[src/rtl/bip_pkg.sv]
// Shared constants for the BIP sequencer: field widths, opcodes, FSM encoding,
// datapath select codes and the decoded control word.
package bip_pkg;

  localparam int NB_INSTRUCTION_DEF = 16;
  localparam int NB_ADDR_DEF        = 11;
  localparam int OPCODE_W           = 5;

  localparam logic [OPCODE_W-1:0] OPC_HLT  = 5'd0;
  localparam logic [OPCODE_W-1:0] OPC_STO  = 5'd1;
  localparam logic [OPCODE_W-1:0] OPC_LD   = 5'd2;
  localparam logic [OPCODE_W-1:0] OPC_LDI  = 5'd3;
  localparam logic [OPCODE_W-1:0] OPC_ADD  = 5'd4;
  localparam logic [OPCODE_W-1:0] OPC_ADDI = 5'd5;
  localparam logic [OPCODE_W-1:0] OPC_SUB  = 5'd6;
  localparam logic [OPCODE_W-1:0] OPC_SUBI = 5'd7;

  localparam logic [2:0] ST_IDLE  = 3'd0;
  localparam logic [2:0] ST_FETCH = 3'd1;
  localparam logic [2:0] ST_MEM   = 3'd2;
  localparam logic [2:0] ST_EXEC  = 3'd3;
  localparam logic [2:0] ST_HALT  = 3'd4;

  localparam logic [1:0] SEL_A_RAM = 2'd0;
  localparam logic [1:0] SEL_A_IMM = 2'd1;
  localparam logic [1:0] SEL_A_ALU = 2'd2;
  localparam logic       SEL_B_RAM = 1'b0;
  localparam logic       SEL_B_IMM = 1'b1;
  localparam logic       OP_ADD    = 1'b0;
  localparam logic       OP_SUB    = 1'b1;

  typedef struct packed {
    logic       needs_mem;
    logic [1:0] sel_a;
    logic       sel_b;
    logic       op;
    logic       wr_acc;
    logic       wr_ram;
    logic       halt;
  } ctrl_t;

endpackage

[src/rtl/bip_decoder.sv]
// Combinational opcode decoder; illegal opcodes decode to an all-zero word (NOP).
module bip_decoder
  import bip_pkg::*;
(
  input  logic [OPCODE_W-1:0] opcode,
  output ctrl_t               ctrl
);

  always_comb begin
    ctrl = '0;
    case (opcode)
      OPC_HLT: ctrl.halt = 1'b1;
      OPC_STO: ctrl.wr_ram = 1'b1;
      OPC_LD: begin
        ctrl.needs_mem = 1'b1;
        ctrl.wr_acc    = 1'b1;
        ctrl.sel_a     = SEL_A_RAM;
      end
      OPC_LDI: begin
        ctrl.wr_acc = 1'b1;
        ctrl.sel_a  = SEL_A_IMM;
      end
      OPC_ADD, OPC_SUB: begin
        ctrl.needs_mem = 1'b1;
        ctrl.wr_acc    = 1'b1;
        ctrl.sel_a     = SEL_A_ALU;
        ctrl.sel_b     = SEL_B_RAM;
        ctrl.op        = (opcode == OPC_SUB) ? OP_SUB : OP_ADD;
      end
      OPC_ADDI, OPC_SUBI: begin
        ctrl.wr_acc = 1'b1;
        ctrl.sel_a  = SEL_A_ALU;
        ctrl.sel_b  = SEL_B_IMM;
        ctrl.op     = (opcode == OPC_SUBI) ? OP_SUB : OP_ADD;
      end
      default: ctrl = '0;
    endcase
  end

endmodule

[src/rtl/bip_control.sv]
// BIP instruction sequencer: owns pc, the fetched instruction and the run/halt FSM,
// and drives RAM strobes and accumulator datapath controls from registered state only.
module bip_control
  import bip_pkg::*;
#(
  parameter int NB_INSTRUCTION = NB_INSTRUCTION_DEF,
  parameter int NB_ADDR        = NB_ADDR_DEF,
  parameter int NB_OPCODE      = OPCODE_W,
  parameter int NB_OPERAND     = NB_INSTRUCTION - NB_OPCODE
) (
  input  logic                      i_clock,
  input  logic                      i_reset,
  input  logic                      i_start,
  input  logic [NB_INSTRUCTION-1:0] i_rom_data,
  output logic [NB_ADDR-1:0]        o_rom_addr,
  output logic [NB_ADDR-1:0]        o_ram_addr,
  output logic                      o_ram_rd_enable,
  output logic                      o_ram_wr_enable,
  output logic [NB_OPERAND-1:0]     o_operand,
  output logic [1:0]                o_sel_a,
  output logic                      o_sel_b,
  output logic                      o_op,
  output logic                      o_wr_acc,
  output logic                      o_busy,
  output logic                      o_halted
);

  logic [2:0]            state_reg, state_next;
  logic [NB_ADDR-1:0]    pc_reg, pc_next;
  logic [NB_OPERAND-1:0] operand_reg;
  ctrl_t                 ctrl_reg;
  ctrl_t                 fetch_ctrl;
  logic                  in_exec;

  // The opcode is decoded once while it is on the ROM bus; only the control word is kept,
  // so EXEC strobes never see the ROM input combinationally.
  bip_decoder u_decoder (
    .opcode (i_rom_data[NB_INSTRUCTION-1 -: NB_OPCODE]),
    .ctrl   (fetch_ctrl)
  );

  always_comb begin
    state_next = state_reg;
    pc_next    = pc_reg;
    case (state_reg)
      ST_IDLE, ST_HALT: begin
        if (i_start) begin
          state_next = ST_FETCH;
          pc_next    = '0;
        end
      end
      ST_FETCH: state_next = fetch_ctrl.needs_mem ? ST_MEM : ST_EXEC;
      ST_MEM:   state_next = ST_EXEC;
      ST_EXEC: begin
        if (ctrl_reg.halt) begin
          state_next = ST_HALT;
        end else begin
          state_next = ST_FETCH;
          pc_next    = pc_reg + NB_ADDR'(1);
        end
      end
      default: state_next = ST_IDLE;
    endcase
  end

  always_ff @(posedge i_clock or negedge i_reset) begin
    if (!i_reset) begin
      state_reg   <= ST_IDLE;
      pc_reg      <= '0;
      operand_reg <= '0;
      ctrl_reg    <= '0;
    end else begin
      state_reg <= state_next;
      pc_reg    <= pc_next;
      if (state_reg == ST_FETCH) begin
        operand_reg <= i_rom_data[NB_OPERAND-1:0];
        ctrl_reg    <= fetch_ctrl;
      end
    end
  end

  assign in_exec         = (state_reg == ST_EXEC);
  assign o_rom_addr      = pc_reg;
  assign o_ram_addr      = operand_reg[NB_ADDR-1:0];
  assign o_operand       = operand_reg;
  assign o_ram_rd_enable = (state_reg == ST_MEM) && ctrl_reg.needs_mem;
  assign o_ram_wr_enable = in_exec && ctrl_reg.wr_ram;
  assign o_wr_acc        = in_exec && ctrl_reg.wr_acc;
  // Selects are forced to zero whenever no accumulator load is in progress.
  assign o_sel_a         = o_wr_acc ? ctrl_reg.sel_a : SEL_A_RAM;
  assign o_sel_b         = o_wr_acc ? ctrl_reg.sel_b : SEL_B_RAM;
  assign o_op            = o_wr_acc ? ctrl_reg.op    : OP_ADD;
  assign o_busy          = (state_reg == ST_FETCH) || (state_reg == ST_MEM) || in_exec;
  assign o_halted        = (state_reg == ST_HALT);

endmodule

[config.mk]
export PLATFORM = sky130hd
export DESIGN_NAME = bip_control
export DESIGN_NICKNAME = d
export VERILOG_FILES = /design/src/rtl/bip_pkg.sv /design/src/rtl/bip_decoder.sv /design/src/rtl/bip_control.sv
export SDC_FILE = /design/constraint.sdc
export NUM_CORES = 1
export LEC_CHECK = 0
export CORE_MARGIN = 2
export CORE_UTILIZATION = 44
export DETAILED_ROUTE_END_ITERATION = 10
export PLACE_DENSITY = 0.81
export REMOVE_ABC_BUFFERS = 1
export SYNTH_ARGS = -nofsm -noshare
export SYNTH_HDL_FRONTEND = slang
export SYNTH_HIERARCHICAL = 1
export SYNTH_SLANG_ARGS = --single-unit
export TNS_END_PERCENT = 50
[constraint.sdc]
create_clock -name i_clock -period 1.8 [get_ports i_clock]
set_input_delay 0.36 -clock i_clock [delete_from_list [all_inputs] [get_ports i_clock]]
set_output_delay 0.36 -clock i_clock [all_outputs]
set_load 0.02 [all_outputs]
==> run summary, run 1 <==
Final Wtd Congestion = 0.846
Maximum VDD drop = 0.991 mV
GRT Util Overall = 19.2%
Core ar. = 3690 µm²
Clk_lat worst skew = 0.29 ns
Area of the mapped netlist = 1710 µm²
Reg area = 826 µm²
Final period utilization = 98.3%
Required @ worst endpoint = 1.44 ns
Layout cell share with drive strength beyond 1 = 23.5%
Synthesized instance count = 151
Post-synth EDFFs = 0
Worst Tran Pin Value = 0.410 ns
Initial antenna violation count = 0
Setup TNS = 0 ns
Setup Buffers After CTS = 0
Register bit total from synthesis = 33
Die ar. = 4400 µm²
Ys flop type = dfrtp_1
Area leader, netlist = dfrtp_1
Post-route insts no fill = 265
CTS Root Cell = clkbuf_8
Critical Path Source Type = flip-flop
Worst-path clk slew = 0.07 ns
CP max FO = 3
I/O pins = 61
WP data arrival = 1.41 ns
First-pass GRT wire length = 6410 µm
Crit Path Class = reg -> out
Area of the multi-input gates = 769 µm²
Die height = 66.3 µm
Max Slew Vio Count = 0
Hold WC Path Type = in -> async
CTS tree = done
Largest net degree at the start of global routing = 34
Final #Nets = 236
Average wire per standard cell = 14.2 µm
Critical Path Sink Type = primary output
Setup Skew = 0.00806 ns
Reg2Reg Depth = 6
RSZ-0062 raised after global routing = yes
Power Density = 1680 nW/µm²
Placed cell count = 257
Vias/cell = 5.12
Hold_ws = 0.467 ns
Area share of the largest cell type after synthesis = 48.3%
Vias = 1357
Synth Warn # = 6
CTS Buf Count = 5
Layout area overhead = 41.6%
Status = finished clean
Maxcap violations = 0
Number of global-route vias before repair = 1415
Register area share after synthesis = 48.3%
Synth area leaders = dfrtp_1, mux2_2, buf_4, mux2_1, nor2_1
Synthesized area per cell = 11.3 µm²
Rel. slew slack = 72.7%
Final setup violation count = 0
Synth unique cells = 44
Starting Density = 46.4%
Diode count = 0
Tmin final = 1.77 ns
# rows = 22
Final wirelength = 3760 µm
Dpl hpwl = 2830 µm
Post-DRT Antenna Nets = 0
First-pass iteration count of the detailed router = 4
Die X = 66.3 µm
GRT overflow = 0
CTS Buffer Depth = 2
DR iter-0 viols = 64
H-tree Lvls = 2
CTS Sinks = 33
Number of remaining DRC errors = 0
Fillers = 303
Lkg Pwr = 1.06 nW
Asr flop ratio synth = 100%
Final Hold Viols = 0
I/O Buffers = 60
Fmax = 565 MHz
[cells in the mapped netlist, types with 2 or more instances]
cell and instances:
buf_2 3, a21oi_1 6, mux2_2 13, buf_4 12, inv_1 2, nor2_1 15, nand2b_1 4, mux2_1 6
and2_1 4, nand2_1 4, o21ai_0 4, nand3_1 3, o211ai_1 2, or3_1 3, xor2_1 5, nor3_1 2
and3_1 4, dfrtp_1 33
[cells in the final DEF (no fill, tap or decap), types with 2 or more instances in the layout]
cell type / Yosys / routed
a21oi_1: 6 / 6
and2_1: 4 / 4
and3_1: 4 / 4
buf_2: 3 / 4
buf_4: 12 / 13
clkbuf_2: 0 / 4
clkbuf_8: 0 / 5
clkdlybuf4s50_1: 0 / 51
clkinv_2: 0 / 2
dfrtp_1: 33 / 33
inv_1: 2 / 2
mux2_1: 6 / 6
mux2_2: 13 / 13
nand2_1: 4 / 4
nand2b_1: 4 / 4
nand3_1: 3 / 3
nor2_1: 15 / 15
nor3_1: 2 / 2
o211ai_1: 2 / 2
o21ai_0: 4 / 4
or3_1: 3 / 3
xor2_1: 5 / 5
[worst paths after layout]
| path | from | end | slack (ns) |
|---|---|---|---|
| max | state_reg[2] | o_ram_rd_enable | 0.03 |
| min | i_reset | state_reg[0] | 0.47 |
| max reg2reg | state_reg[0] | o_rom_addr[10] | 0.09 |
| min reg2reg | ctrl_reg[1] | ctrl_reg[1] | 0.47 |
| max in group asynchronous | i_reset | o_operand[7] | 1.03 |
| min in group i_clock | ctrl_reg[1] | ctrl_reg[1] | 0.47 |
[logic make-up after synthesis]
group                      share of synthesized area (%)
muxes                                               12.5
DFF                                                 48.3
adders and majority gates                          0.731
buffers and inverters                               6.80
xor gates and xnor gates                            3.07
and+or+nand+nor                                     18.8
AOI/OAI and AO/OA                                   9.80
[cell type report]
class	instances	share of cell area (%)
clock buffers	6	3.00
clock inverters	2	0.413
inverters	2	0.310
multi-input cells	100	31.8
flip-flops and latches	33	34.1
well taps	48	2.48
repair buffers	74	27.9
[where the power goes]
group          internal [mW]  switching, mW
clock                  0.268          0.276
sequential              1.00          0.231
combinational           1.16           1.13
total                   2.43           1.63
[worst max-delay path: stages (launching register included)]
cell	delay, ns
dfrtp_1	0.39
buf_4	0.14
nor4bb_1	0.24
dlygate4sd2_1	0.36
[routing by layer]
metal	up-vias	routed length, µm	track usage (%)
met1	654	1680	24.5
met5	-	0	0
met4	0	44	6.12
li1	651	-	-
met2	45	1820	31.1
met3	7	214	5.79
[what timing repair did]
| action | in CTS | in global routing |
|---|---|---|
| gates resized for setup | 21 | 9 |
| endpoints found under the setup margin | 9 | 9 |
| pin swaps | 0 | 0 |
| hold buffers | 0 | 0 |
[metrics by stage]
step	util [%]	cell area, µm²	setup slack (ns)	power, mW
6_report	65.7	2420	0.0314	4.06
5_1_grt	65.7	2420	-0.0317	4.32
4_1_cts	66.9	2470	0.00535	4.12
3_5_place_dp	64.5	2380	-0.0887	3.56
3_3_place_gp	64.5	2380	-0.0384	3.49
2_1_floorplan	-	1600	0.0984	2.43
No activity file was read; power rests on OpenSTA's default activity.
==> run 2: changes to the inputs <==
--- a/config.mk
+++ b/config.mk
@@ -5,10 +5,11 @@
 export SDC_FILE = /design/constraint.sdc
 export NUM_CORES = 1
 export LEC_CHECK = 0
-export CORE_MARGIN = 2
-export CORE_UTILIZATION = 44
+export CORE_MARGIN = 1.5
+export CORE_UTILIZATION = 40
 export DETAILED_ROUTE_END_ITERATION = 10
-export PLACE_DENSITY = 0.81
+export GPL_TIMING_DRIVEN = 0
+export PLACE_DENSITY = 0.77
 export REMOVE_ABC_BUFFERS = 1
 export SYNTH_ARGS = -nofsm -noshare
 export SYNTH_HDL_FRONTEND = slang
==> constraint.sdc (replaced) <==
create_clock -name i_clock -period 1.5 [get_ports i_clock]
set_input_delay 0.3 -clock i_clock [delete_from_list [all_inputs] [get_ports i_clock]]
set_output_delay 0.3 -clock i_clock [all_outputs]
set_load 0.02 [all_outputs]
==> run 2 against run 1 <==
Net effect:
- clock skew rose by 0.0053 ns
- worst hold slack got worse by 0.40 ns
- sequential power rose by 23%
- register-to-register slack got worse by 0.21 ns
- design area rose by 4.0%
- final cell count rose by 1.9%
- critical path depth did not move
- die area rose by 6.3%
- the flow now finishes with violations (negative setup slack)
==> run summary, run 2 (synthesized netlist as in run 1, its figures left out) <==
Maxcap violations = 0 (unchanged)
Worst Tran Pin Value = 0.742 ns (+0.332 ns)
Setup TNS = -3.62 ns (-3.62 ns)
CTS Sinks = 33 (unchanged)
Vias = 1404 (+3.5%)
# rows = 23 (+4.5%)
R2R Setup Slk = -0.12 ns (-0.21 ns)
Lkg Pwr = 1.15 nW (+8.1%)
Failing checks = negative setup slack
Layout Utilization = 62.1% (-3.6 points)
Slowest cell on crit path = dfrtp_2
GRT Util Overall = 17.8% (-1.4 points)
Setup crit end = o_op
Final Hold Viols = 0 (unchanged)
Final #Nets = 240 (+1.7%)
Rel. slew slack = 50.5% (-22 points)
Crit Path Class = reg -> out
Number of remaining DRC errors = 0 (unchanged)
Fmax = 588 MHz
Worst-path clk slew = 0.08 ns (about the same)
First-pass iteration count of the detailed router = 4 (unchanged)
WP data arrival = 1.40 ns (about the same)
Starting Density = 42.2% (-4.2 points)
Post-route insts no fill = 270 (+1.9%)
Crit. Startpoint = state_reg[2]
Vias/cell = 5.20 (+1.5%)
Die height = 68.4 µm (+3.1%)
CTS Buf Count = 5 (unchanged)
Clk_lat worst skew = 0.30 ns (about the same)
CTS Buffer Depth = 2 (unchanged)
Hold Buf Count CTS = 0 (unchanged)
Max Slew Vio Count = 0 (unchanged)
Reg2Reg Depth = 6 (unchanged)
Critical path depth = 3 (unchanged)
Die X = 68.4 µm (+3.1%)
Layout cell share with drive strength beyond 1 = 31.4% (+7.9 points)
Number of global-route vias before repair = 1341 (-5.2%)
Initial antenna violation count = 0 (unchanged)
Final wirelength = 4070 µm (+8.4%)
Die ar. = 4680 µm² (+6.3%)
Crit path buf inv count = 1 (-1)
Dpl hpwl = 2430 µm (-14%)
RSZ-0062 raised after global routing = yes
Hold WC Path Type = in -> async
Required @ worst endpoint = 1.20 ns (-0.24 ns)
Post-DRT Antenna Nets = 0 (unchanged)
Tmin final = 1.70 ns
First-pass GRT wire length = 6130 µm (-4.4%)
CP max FO = 7 (+4)
Status = complete, but fails checks
Final Wtd Congestion = 0.757 (-11%)
Setup Skew = 0.0134 ns (+0.00532 ns)
H-tree Lvls = 2 (unchanged)
Average wire per standard cell = 15.1 µm (+6.3%)
Reg-to-Reg End = o_operand[6]
I/O pins = 61 (unchanged)
Worst r2r src = state_reg[0]
Final setup violation count = 31 (+31)
PnR worst setup slack = -0.199 ns (-0.231 ns)
Critical Path Sink Type = primary output
Largest net degree at the start of global routing = 34 (unchanged)
CTS Root Cell = clkbuf_8
Placed cell count = 245 (-4.7%)
Hold_ws = 0.0647 ns (-0.402 ns)
Critical Path Max Stage Delay = 0.45 ns (+0.06 ns)
Layout area overhead = 47.3%
CTS tree = done
Diode count = 0 (unchanged)
Crit path max-delay family = simple AND/OR/NAND/NOR gates
GRT overflow = 0 (unchanged)
Maximum VDD drop = 1.00 mV (+1.2%)
Core ar. = 4060 µm² (+10%)
CP Cell Sequence = and3b_2, and3_4, buf_6
Critical Path Source Type = flip-flop
Most frequent cells in the layout = dlygate4sd2_1, dfrtp_1, clkdlybuf4s50_1
Power Density = 1940 nW/µm² (+16%)
Leading cell type in the layout, fill and taps excluded = dlygate4sd2_1
DR iter-0 viols = 25 (-61%)
I/O Buffers = 60 (unchanged)
Final period utilization = 113%
==> run 2: changes by cell type in the layout (fill, tap and decap cells not counted), moves of 2 or more <==
cell             change
a21oi_2              +2
dlygate4sd2_1       +33
buf_6                +9
a21oi_1              -2
clkinv_2             -2
dfrtp_1              -4
and3_1               -3
and3_4               +3
clkdlybuf4s50_1     -35
dfrtp_2              +4
clkbuf_2             -4
==> run 2: worst min-delay path by stage <==
| stage | from | to | slack [ns] | depth (start not counted) |
|---|---|---|---|---|
| floorplan | i_reset | ctrl_reg[0] | 0.004 | 0 |
| global placement | ctrl_reg[4] | ctrl_reg[4] | 0.46 | 1 |
| detailed placement | i_reset | ctrl_reg[1] | 0.41 | 1 |
| CTS | i_reset | o_rom_addr[1] | 0.1 | 1 |
| global route | i_reset | o_rom_addr[1] | 0.13 | 1 |
| finish | i_reset | ctrl_reg[2] | 0.06 | 1 |
==> run 2: cell type report <==
class / instances / area (µm²)
clock buffers: 7 / 86.3
fillers: 325 / 1540
inverters: 2 / 7.51
multi-input cells: 100 / 818
flip-flops and latches: 33 / 831
well taps: 50 / 62.6
repair buffers: 78 / 714
==> run 2: worst register-to-register path, stage by stage (launching register included) <==
cell and delay, ns:
dfrtp_2 0.43, buf_6 0.12, buf_4 0.12, nand2b_1 0.13
nor2_4 0.16, buf_12 0.17, mux2_2 0.35
==> run 2: per-layer routing <==
layer  up-vias  share of wire, %  global-route usage [%]
met5         -                 0                       0
met4         0               2.1                    6.50
met3        10               7.1                    6.91
met2        51                48                    27.5
met1       684                43                    22.5
li1        659                 -                       -
==> run 2: timing repair <==
item                                    CTS  global route
resized for setup                        91            14
pin swaps                                14             3
endpoints found under the setup margin   70            37
setup buffers                            14             4
==> run 2: metrics by stage <==
stage                     area (µm²)  power (mW)  setup slack (ns)
after global placement          2260        3.98            -0.696
after global routing            2520        5.17            -0.225
after CTS                       2430        4.73            -0.175
after floorplan                 1600        2.91            -0.202
final                           2520        4.89            -0.199
after detailed placement        2260        4.02            -0.703
==> run 2: power breakdown <==
group          total (mW)  switching, mW  internal [mW]
registers            1.51          0.300           1.21
clock network       0.692          0.328          0.364
logic                2.69           1.43           1.26
total                4.89           2.06           2.83
==> run 3: changes to the inputs <==
--- a/config.mk
+++ b/config.mk
@@ -9,10 +9,10 @@
 export CORE_UTILIZATION = 40
 export DETAILED_ROUTE_END_ITERATION = 10
 export GPL_TIMING_DRIVEN = 0
-export PLACE_DENSITY = 0.77
+export PLACE_DENSITY_LB_ADDON = 0.15
 export REMOVE_ABC_BUFFERS = 1
 export SYNTH_ARGS = -nofsm -noshare
 export SYNTH_HDL_FRONTEND = slang
 export SYNTH_HIERARCHICAL = 1
 export SYNTH_SLANG_ARGS = --single-unit
-export TNS_END_PERCENT = 50
+export TNS_END_PERCENT = 1
==> run 3 against run 2 <==
Net effect:
- design area fell by 2.8%
- core utilization fell by 1.8 points
- setup slack improved by 0.038 ns
- clock skew fell by 0.0092 ns
- the flow still finishes with violations (negative setup slack)
==> run summary, run 3 (synthesized netlist as in run 1, its figures left out) <==
Status = complete, but fails checks
Failing checks = negative setup slack
Initial antenna violation count = 0 (unchanged)
GRT Util Overall = 18.1% (+0.28 points)
R2R Setup Slk = -0.16 ns (-0.04 ns)
Tot Pwr = 4.62 mW (-5.5%)
Final #Nets = 233 (-2.9%)
H-tree Lvls = 2 (unchanged)
WP data arrival = 1.83 ns (+0.43 ns)
Area of the multi-input gates = 817 µm² (-0.15%)
I/O Buffers = 60 (unchanged)
Largest net degree at the start of global routing = 34 (unchanged)
Slowest cell on crit path = nor2_4
Lkg Pwr = 1.13 nW (-1.7%)
Number of remaining DRC errors = 0 (unchanged)
Die X = 68.4 µm (unchanged)
Tmin final = 1.66 ns (-0.0377 ns)
Required @ worst endpoint = 1.67 ns (+0.47 ns)
CP max FO = 19 (+12)
Reg-to-Reg End = o_operand[3]
First-pass GRT wire length = 6220 µm (+1.6%)
Leading cell type in the layout, fill and taps excluded = dlygate4sd2_1
Final Hold Viols = 0 (unchanged)
# rows = 23 (unchanged)
Maxcap violations = 0 (unchanged)
Fmax = 602 MHz (+2.3%)
Layout cell share with drive strength beyond 1 = 28.5% (-2.9 points)
Starting Density = 42.2% (unchanged)
CTS Buf Count = 5 (unchanged)
Most frequent cells in the layout = dlygate4sd2_1, dfrtp_1, clkdlybuf4s50_1
Layout area overhead = 43.2%
Critical Path Max Stage Delay = 0.46 ns (about the same)
RSZ-0062 raised after global routing = yes
Final period utilization = 111% (-2.5 points)
Diode count = 0 (unchanged)
CTS Buffer Depth = 2 (unchanged)
Reg area = 830 µm² (-0.15%)
Reg2Reg Depth = 4 (-2)
Final setup violation count = 35 (+13%)
Worst r2r src = state_reg[0]
I/O pins = 61 (unchanged)
CTS Sinks = 33 (unchanged)
Number of global-route vias before repair = 1372 (+2.3%)
Worst-path clk slew = 0.07 ns (about the same)
CTS tree = done
Fillers = 332 (+2.2%)
Final wirelength = 3840 µm (-5.7%)
Worst Tran Pin Value = 0.735 ns (-0.00765 ns)
Power Density = 1890 nW/µm² (-2.8%)
Clk_lat worst skew = 0.28 ns (-0.02 ns)
Max Slew Vio Count = 0 (unchanged)
Dpl hpwl = 2680 µm (+10%)
DR iter-0 viols = 70 (+180%)
Core ar. = 4060 µm² (unchanged)
Final Wtd Congestion = 0.792 (+4.6%)
Setup Skew = 0.00415 ns (-0.00923 ns)
Post-DRT Antenna Nets = 0 (unchanged)
Die ar. = 4680 µm² (unchanged)
Maximum VDD drop = 1.12 mV (+12%)
Hold_ws = 0.0758 ns (+0.0111 ns)
Vias/cell = 5.20 (about the same)
Critical Path Source Type = flip-flop
CP Cell Sequence = buf_4, nand2b_1, nor2_4, mux2_2
Die height = 68.4 µm (unchanged)
Rel. slew slack = 51.0% (+0.51 points)
GRT overflow = 0 (unchanged)
PnR worst setup slack = -0.162 ns (+0.0377 ns)
Hold Buf Count CTS = 0 (unchanged)
Hold WC Path Type = in -> async
Crit Path Class = reg -> reg
Average wire per standard cell = 14.6 µm (-3.5%)
Critical Path Sink Type = flip-flop
Vias = 1373 (-2.2%)
CTS Root Cell = clkbuf_8
First-pass iteration count of the detailed router = 4 (unchanged)
## run 3: cell types whose count changed in the layout (fill, tap and decap cells not counted), sizes merged
cell | previous run | this run
clkinv | 0 | 2
dlygate4sd2 | 34 | 33
clkbuf | 7 | 6
clkdlybuf4s15 | 0 | 2
clkdlybuf4s50 | 16 | 17
buf | 28 | 19
## run 3: through the flow
stage	TNS (ns)	utilization [%]	instance area, µm²	std cells	setup WS (ns)
after global placement	-32.25	55.8	2260	245	-0.698
after CTS	-5.10	59.2	2400	264	-0.184
final	-4.49	60.3	2450	264	-0.162
after global routing	-7.58	60.3	2450	264	-0.255
after detailed placement	-14.35	55.7	2260	245	-0.741
after floorplan	-0.833	-	1600	135	-0.202
## run 3: per-layer routing
metal  track usage, %  wire [µm]
met5                0          0
met1             22.4       1570
met3             4.11        195
met4             6.00         56
met2             30.9       2020
## run 3: repair_timing
item	in CTS	in global routing
pin swaps	6	0
resized for setup	86	11
buffers inserted	11	0
setup endpoints to repair	70	36
## run 3: worst max-delay path by stage
stage / depth (start not counted) / end / start
floorplan: 4 / o_rom_addr[10] / state_reg[1]
global placement: 5 / o_rom_addr[9] / i_start
detailed placement: 5 / o_rom_addr[7] / i_start
CTS: 4 / ctrl_reg[7] / state_reg[1]
global route: 7 / o_rom_addr[10] / state_reg[1]
finish: 4 / o_operand[3] / state_reg[0]
## run 3: report_power, final
| group | internal [mW] | leakage, nW | switching (mW) |
|---|---|---|---|
| registers | 1.21 | 0.413 | 0.276 |
| clock network | 0.321 | 0.0450 | 0.315 |
| logic | 1.14 | 0.672 | 1.36 |
## run 3: cell type report
type	instances	share of cell area (%)
Timing Repair Buffer	71	26.5
Clock buffer	6	2.96
Clock inverter	2	0.409
Inverter	2	0.307
Multi-Input combinational cell	100	33.4
Tap cell	50	2.55
Sequential cell	33	33.9
## run 3: critical path, delay by kind of cell (launching register included)
| family | cells | cell delay, ns |
|---|---|---|
| buffers and inverters | 1 | 0.15 |
| AND/OR/NAND/NOR | 2 | 0.58 |
| multiplexers | 1 | 0.40 |
| flip-flops | 1 | 0.40 |
==> edit 1: new RTL, config.mk and constraints of run 1 <==
Add an input register stage for `i_start` and `i_rom_data`, without a reset; this delays them by one clock.
--- a/src/rtl/bip_control.sv
+++ b/src/rtl/bip_control.sv
@@ -27,2 +27,10 @@
 
+  logic i_start_q;
+  logic [NB_INSTRUCTION-1:0] i_rom_data_q;
+
+  always_ff @(posedge i_clock) begin
+    i_start_q    <= i_start;
+    i_rom_data_q <= i_rom_data;
+  end
+
   logic [2:0]            state_reg, state_next;
@@ -37,3 +45,3 @@
   bip_decoder u_decoder (
-    .opcode (i_rom_data[NB_INSTRUCTION-1 -: NB_OPCODE]),
+    .opcode (i_rom_data_q[NB_INSTRUCTION-1 -: NB_OPCODE]),
     .ctrl   (fetch_ctrl)
@@ -46,3 +54,3 @@
       ST_IDLE, ST_HALT: begin
-        if (i_start) begin
+        if (i_start_q) begin
           state_next = ST_FETCH;
@@ -75,3 +83,3 @@
       if (state_reg == ST_FETCH) begin
-        operand_reg <= i_rom_data[NB_OPERAND-1:0];
+        operand_reg <= i_rom_data_q[NB_OPERAND-1:0];
         ctrl_reg    <= fetch_ctrl;
Formal check against the unedited RTL: not equivalent (Yosys sat finds a counterexample within 4 cycles, from zero or initial values and one cycle with i_reset low).
==> edit 1 against run 1 <==
- setup slack better by 6.9 ps
- cell area up 12%
- area after synthesis grew 17%
- largest power group unchanged
- critical endpoint unchanged
- wire length shrank 3.0%
- clock power is 25% higher
- sequential cell count up 17
- sequential share of layout area is 8.9 points higher
- total power is 7.2% higher
==> edit 1: results (changes against run 1) <==
The cell area after placement came out at 0.00265 mm2 (+11%). The register with the most flip-flops in the final layout is i_rom_data_q. The tools report the count of yosys warnings during synthesis as 6 (unchanged). The worst-case clock buffer depth was 2 (unchanged). In this run the worst hold path is classified as in -> async.

The mean routed wirelength per cell came out at 13.2 um (-6.8%). The global routing met1 resource utilization came out at 0.190 (-0.0553). Detailed placer's ending HPWL: 2.66 mm (-6.1%). For the maximum number of pins on one net before global-route repair, the log shows 34 (unchanged). The root buffer cell chosen for the clock tree is sky130_fd_sc_hd__clkbuf_8.

The number of global-route vias before repair is 1380 (-2.5%), and the number of buffers added on ports is 60 (unchanged). The clock-pin slew of the registers on the worst-case setup and hold paths is 90 ps (+20 ps). Data arrives at the worst endpoint at 1400 ps. The run gives 346 (+14%) as the number of fillers in the final layout. The placer congestion estimate was 0.754 (-11%). The count of TritonRoute iterations in the first routing pass came out at 4 (unchanged).

The commonest cells after synthesis are sky130_fd_sc_hd__dfrtp_1 (33), sky130_fd_sc_hd__mux2_2 (19), sky130_fd_sc_hd__dfxtp_1 (17), sky130_fd_sc_hd__nor2_1 (17), sky130_fd_sc_hd__buf_4 (13). The first-pass GRT wire length was 6.09 mm (-5.1%). The flow ran to the end, and the final reports show no timing, DRC or antenna violations. Average vias per placed instance: 4.95 (-3.4%). The cell type of the slowest stage on the worst timing path is sky130_fd_sc_hd__dfrtp_1. The buffers inserted during post-CTS setup optimization was 0 (unchanged); the length in cells of the worst reg-to-reg path was 5 (-1).

The relative slew slack was 0.727 (about the same). The switching share of power was 0.361 (-0.0413). The logs give 1.08 mV (+9.4%) for the peak ir drop on the vdd network and 2 (unchanged) for the deepest level of the CTS H-tree. The dominant register cell in the synthesized netlist is sky130_fd_sc_hd__dfrtp_1.

Fraction of registers with async set/reset: 0.660 (-0.340). For the number of clock buffers inserted by TritonCTS, the log shows 5 (unchanged). The run gives 0 (unchanged) as the number of inserted diodes.

In the post-synthesis netlist, the biggest area contributors are sky130_fd_sc_hd__dfrtp_1 (41%), sky130_fd_sc_hd__dfxtp_1 (17%), sky130_fd_sc_hd__mux2_2 (11%). The sequential area share after synthesis was 0.584 (+0.101); the share of layout cells above drive strength 1 was 0.254 (+0.0194). The insertion delay to the later sink of the worst-skew pair was 290 ps (about the same); the stage delay of the slowest cell on the critical path was 400 ps.

The number of nets in the layout was 243 (+3.0%); the remaining global-route overflow was 0 (unchanged). The time the final worst path needs with I/O delays and setup came out at 1760 ps (-6.92 ps). The number of flip-flops under the largest register name is 16, and the reported leakage power is 1.22 nW (+15%).

The logs give 0 (unchanged) for the initial antenna violation count and 0.0464 (-0.0115) for the global-route track usage on met3. The number of violations reported at the end of detailed-routing iteration 0 was 56 (-13%). For the worst clock skew, the log shows 3.36 ps (-4.70 ps). The overall global routing resource usage is 0.152 (-0.0406), and the number of unique standard cell types used by synthesis is 33 (-25%). Worst-path maximum fanout: 8 (+5).

The placement-stage worst setup slack is 3.09 ps (+91.8 ps), and the met2 capacity usage during global routing is 0.248 (-0.0633).
[edit 1: cell count changes after synthesis, moves of 3 or more]
cell	change
sky130_fd_sc_hd__nand3_1	+3
sky130_fd_sc_hd__or3_1	-3
sky130_fd_sc_hd__mux2_2	+6
sky130_fd_sc_hd__a21oi_1	-6
sky130_fd_sc_hd__nand4_1	+3
sky130_fd_sc_hd__mux2_1	-6
sky130_fd_sc_hd__dfxtp_1	+17
[edit 1: cell type report]
class / instances / area share
timing repair buffer: 70 / 0.241
sequential: 50 / 0.430
tap: 52 / 0.0240
clock buffer: 6 / 0.0304
clock inverter: 2 / 0.00645
inverter: 1 / 0.00138
multi-input combinational: 95 / 0.267
[edit 1: worst paths after layout]
check / start / endpoint / slack [ps]
max reg2reg: state_reg[2] / o_rom_addr[10] / 60
min reg2reg: i_rom_data_q[4] / o_operand[4] / 470
max: state_reg[2] / o_ram_rd_enable / 40
min: i_reset / ctrl_reg[7] / 450
max in group asynchronous: i_reset / o_operand[7] / 1050
min in group i_clock: i_rom_data_q[4] / o_operand[4] / 470
[edit 1: critical path, delay by kind of cell, from the launching register on]
family | cells | cell delay, ps
buffers and inverters | 2 | 420
and+or+nand+nor | 1 | 280
DFF | 1 | 400
[edit 1: stage by stage]
step | instances | power [mW] | utilization | TNS (ps)
after floorplan | 146 | 2.68 | - | -14140
after global placement | 268 | 3.69 | 0.607 | 0
after detailed placement | 268 | 3.72 | 0.607 | 0
after CTS | 276 | 4.41 | 0.632 | 0
after global routing | 276 | 4.59 | 0.623 | -14.7
final | 276 | 4.35 | 0.623 | 0
[edit 1: logic make-up after synthesis]
| kind of cell | after synthesis | synth area share |
|---|---|---|
| adders and majority gates | 1 | 0.00626 |
| muxes | 19 | 0.107 |
| and+or+nand+nor | 59 | 0.185 |
| xor gates and xnor gates | 8 | 0.0351 |
| DFF | 50 | 0.584 |
| AOI/OAI and AO/OA | 8 | 0.0250 |
| buffers and inverters | 17 | 0.0576 |
[edit 1: per-layer routing]
metal | vias up | wire [um]
li1 | 668 | -
met1 | 647 | 1670
met2 | 44 | 1700
met3 | 6 | 227
met4 | 0 | 47
met5 | - | 0
[edit 1: power by group through the flow]
stage / sequential, mW / clock, mW / combinational, mW
floorplan: 2.02 / 0 / 0.656
detailed placement: 1.63 / 0 / 2.09
global route: 1.66 / 0.749 / 2.19
finish: 1.61 / 0.681 / 2.06
CTS: 1.62 / 0.700 / 2.09
global placement: 1.62 / 0 / 2.06
[edit 1: repair_timing]
action                                 CTS  global route
endpoints found under the hold margin    0             0
setup endpoints to repair                9            10
gates resized for setup                 23            12
hold buffers                             0             0
==> edit 2: new RTL, settings of run 1 <==
Without the edit above. Change the package constant `NB_INSTRUCTION_DEF` from 16 to 32.
--- a/src/rtl/bip_pkg.sv
+++ b/src/rtl/bip_pkg.sv
@@ -4,3 +4,3 @@
 
-  localparam int NB_INSTRUCTION_DEF = 16;
+  localparam int NB_INSTRUCTION_DEF = 32;
   localparam int NB_ADDR_DEF        = 11;
Ports: changed (resized i_rom_data and o_operand); port bits go from 61 to 93. No check against the original RTL was run, so the function may have changed too.
==> edit 2 against run 1 <==
- total power is 46% higher
- first-iteration DRC count is 3.1% higher
- sequential share of layout area is 3.0 points higher
- die area is 29% higher
- clock skew is 3.8 ps lower
- wire length is 36% higher
- non-clock buffer count is 27 higher
- critical endpoint is now o_rom_addr[7]
- setup slack better by 37 ps
- fmax is 2.1% higher
- largest cell class unchanged
- critical path type unchanged
- sequential cell count is 16 higher
- cell area is 37% higher
- largest power group unchanged
- area after synthesis is 31% higher
==> edit 2: results (changes against run 1) <==
The run finished with clean final reports. The fraction of registers with async set/reset was 1.00 (unchanged); the first-pass GRT wire length was 7.67 mm (+20%). The number of inserted diodes was 0 (unchanged); the peak ir drop on the vdd network was 1.23 mV (+24%). The tools report the endpoint arrival time on the critical path as 1370 ps (-40 ps).

The number of buffers added on ports was 92 (+53%). The die outline width came out at 75.4 um (+14%). The insertion delay to the later sink of the worst-skew pair was 290 ps (about the same).

Yosys attributes the largest share of cell area to sky130_fd_sc_hd__dfrtp_1 (55%), sky130_fd_sc_hd__mux2_2 (18%), sky130_fd_sc_hd__buf_4 (5.0%). Stage delay of the slowest cell on the critical path: 640 ps (+250 ps). The worst clock skew is 4.31 ps (-3.75 ps), and the placer congestion estimate is 0.793 (-6.3%). Mean routed wirelength per cell: 15.1 um (+6.6%). In the synthesized netlist, the cells that appear most often are sky130_fd_sc_hd__dfrtp_1 (49), sky130_fd_sc_hd__mux2_2 (35), sky130_fd_sc_hd__buf_4 (15).

The tools report the number of nets in the layout as 306 (+30%). The detailed placer's ending HPWL was 3.57 mm (+26%); the number of unique standard cell types used by synthesis was 39 (-11%). The average vias per placed instance came out at 5.02 (-1.9%). The initial antenna violation count was 0 (unchanged).

The number of fillers in the final layout was 398 (+31%). For the number of global-route vias before repair, the log shows 1621 (+15%). The worst setup path startpoint is o_rom_addr[7]. For the reported leakage power, the log shows 1.42 nW (+33%). The overall global routing resource usage is 0.181 (-0.0112), and the share of layout cells above drive strength 1 is 0.256 (+0.0205). The tools report the setup slack of the most critical reg-to-reg path as 110 ps (+20 ps). The deepest level of the CTS H-tree was 2 (unchanged); the number of violations reported at the end of detailed-routing iteration 0 was 66 (+3.1%). On the critical path, the stage with the largest delay is an instance of sky130_fd_sc_hd__clkdlybuf4s50_1. The maximum number of pins on one net before global-route repair came out at 36 (+5.9%). The count of TritonRoute iterations in the first routing pass was 4 (unchanged). The count of yosys warnings during synthesis was 6 (unchanged). The worst-path maximum fanout was 5 (+2); the sequential area share after synthesis was 0.547 (+0.0644).

Actual slew at the worst max-slew pin: 607 ps (+197 ps).
-- edit 2: cell types whose count changed in the layout (fill, tap and decap cells not counted), sizes merged, moves of 3 or more --
cell / run 1 / this run
nor2b: 1 / 4
buf: 18 / 13
mux2: 19 / 35
nand2: 4 / 7
clkdlybuf4s50: 51 / 81
nand3: 3 / 6
a21oi: 6 / 2
xnor2: 1 / 4
dfrtp: 33 / 49
-- edit 2: cells by family (layout without fill, tap and decap cells) --
logic type,after synthesis,after routing,synth area share
AO/OA/AOI/OAI,12,12,0.0329
adder cells (fa/ha/maj),1,1,0.00558
AND/OR/NAND/NOR,57,57,0.155
XOR/XNOR,7,7,0.0274
flip-flops,49,49,0.547
multiplexers,35,35,0.176
buffers and inverters,18,109,0.0558
-- edit 2: timing repair --
action | CTS | global route
gates cloned | 0 | 1
resized for setup | 25 | 8
pin swaps | 0 | 0
hold buffers | 0 | 0
setup endpoints to repair | 9 | 22
buffers inserted | 0 | 0
-- edit 2: final timing paths --
check,endpoint,cells after the start
max in group asynchronous,o_operand[6],2
setup reg to reg,ctrl_reg[2],5
hold reg to reg,ctrl_reg[6],1
setup / recovery,o_rom_addr[7],1
min in group i_clock,ctrl_reg[6],1
hold / removal,o_rom_addr[6],1
-- edit 2: layout make-up --
| type | count | share of cell area |
|---|---|---|
| Multi-Input combinational cell | 112 | 0.275 |
| Inverter | 1 | 0.00113 |
| Tap cell | 67 | 0.0253 |
| Clock buffer | 7 | 0.0261 |
| Timing Repair Buffer | 101 | 0.302 |
| Sequential cell | 49 | 0.371 |
-- edit 2: where the power goes --
group	internal, mW	switching (mW)	leakage [nW]	total [mW]
Sequential	1.57	0.344	0.605	1.91
Clock	0.306	0.339	0.0443	0.645
Combinational	1.80	1.57	0.769	3.37
Total	3.67	2.25	1.42	5.92
-- edit 2: metal layers --
metal | global-route usage | share of wire
met2 | 0.295 | 0.51
met1 | 0.242 | 0.43
met5 | 0 | 0
met4 | 0.0468 | 0.0071
met3 | 0.0489 | 0.058
-- edit 2: through the flow --
stage,setup slack (ps),hold WS (ps),std cells,cell area [um2],TNS [ps]
5_1_grt,-11.7,105,337,3310,-11.7
6_report,68.6,70.4,337,3310,0
4_1_cts,-5.16,76.1,336,3280,-6.43
2_1_floorplan,-1080,64.4,162,2120,-37760
3_5_place_dp,-112,399,329,3210,-386
3_3_place_gp,-30.9,392,329,3210,-115
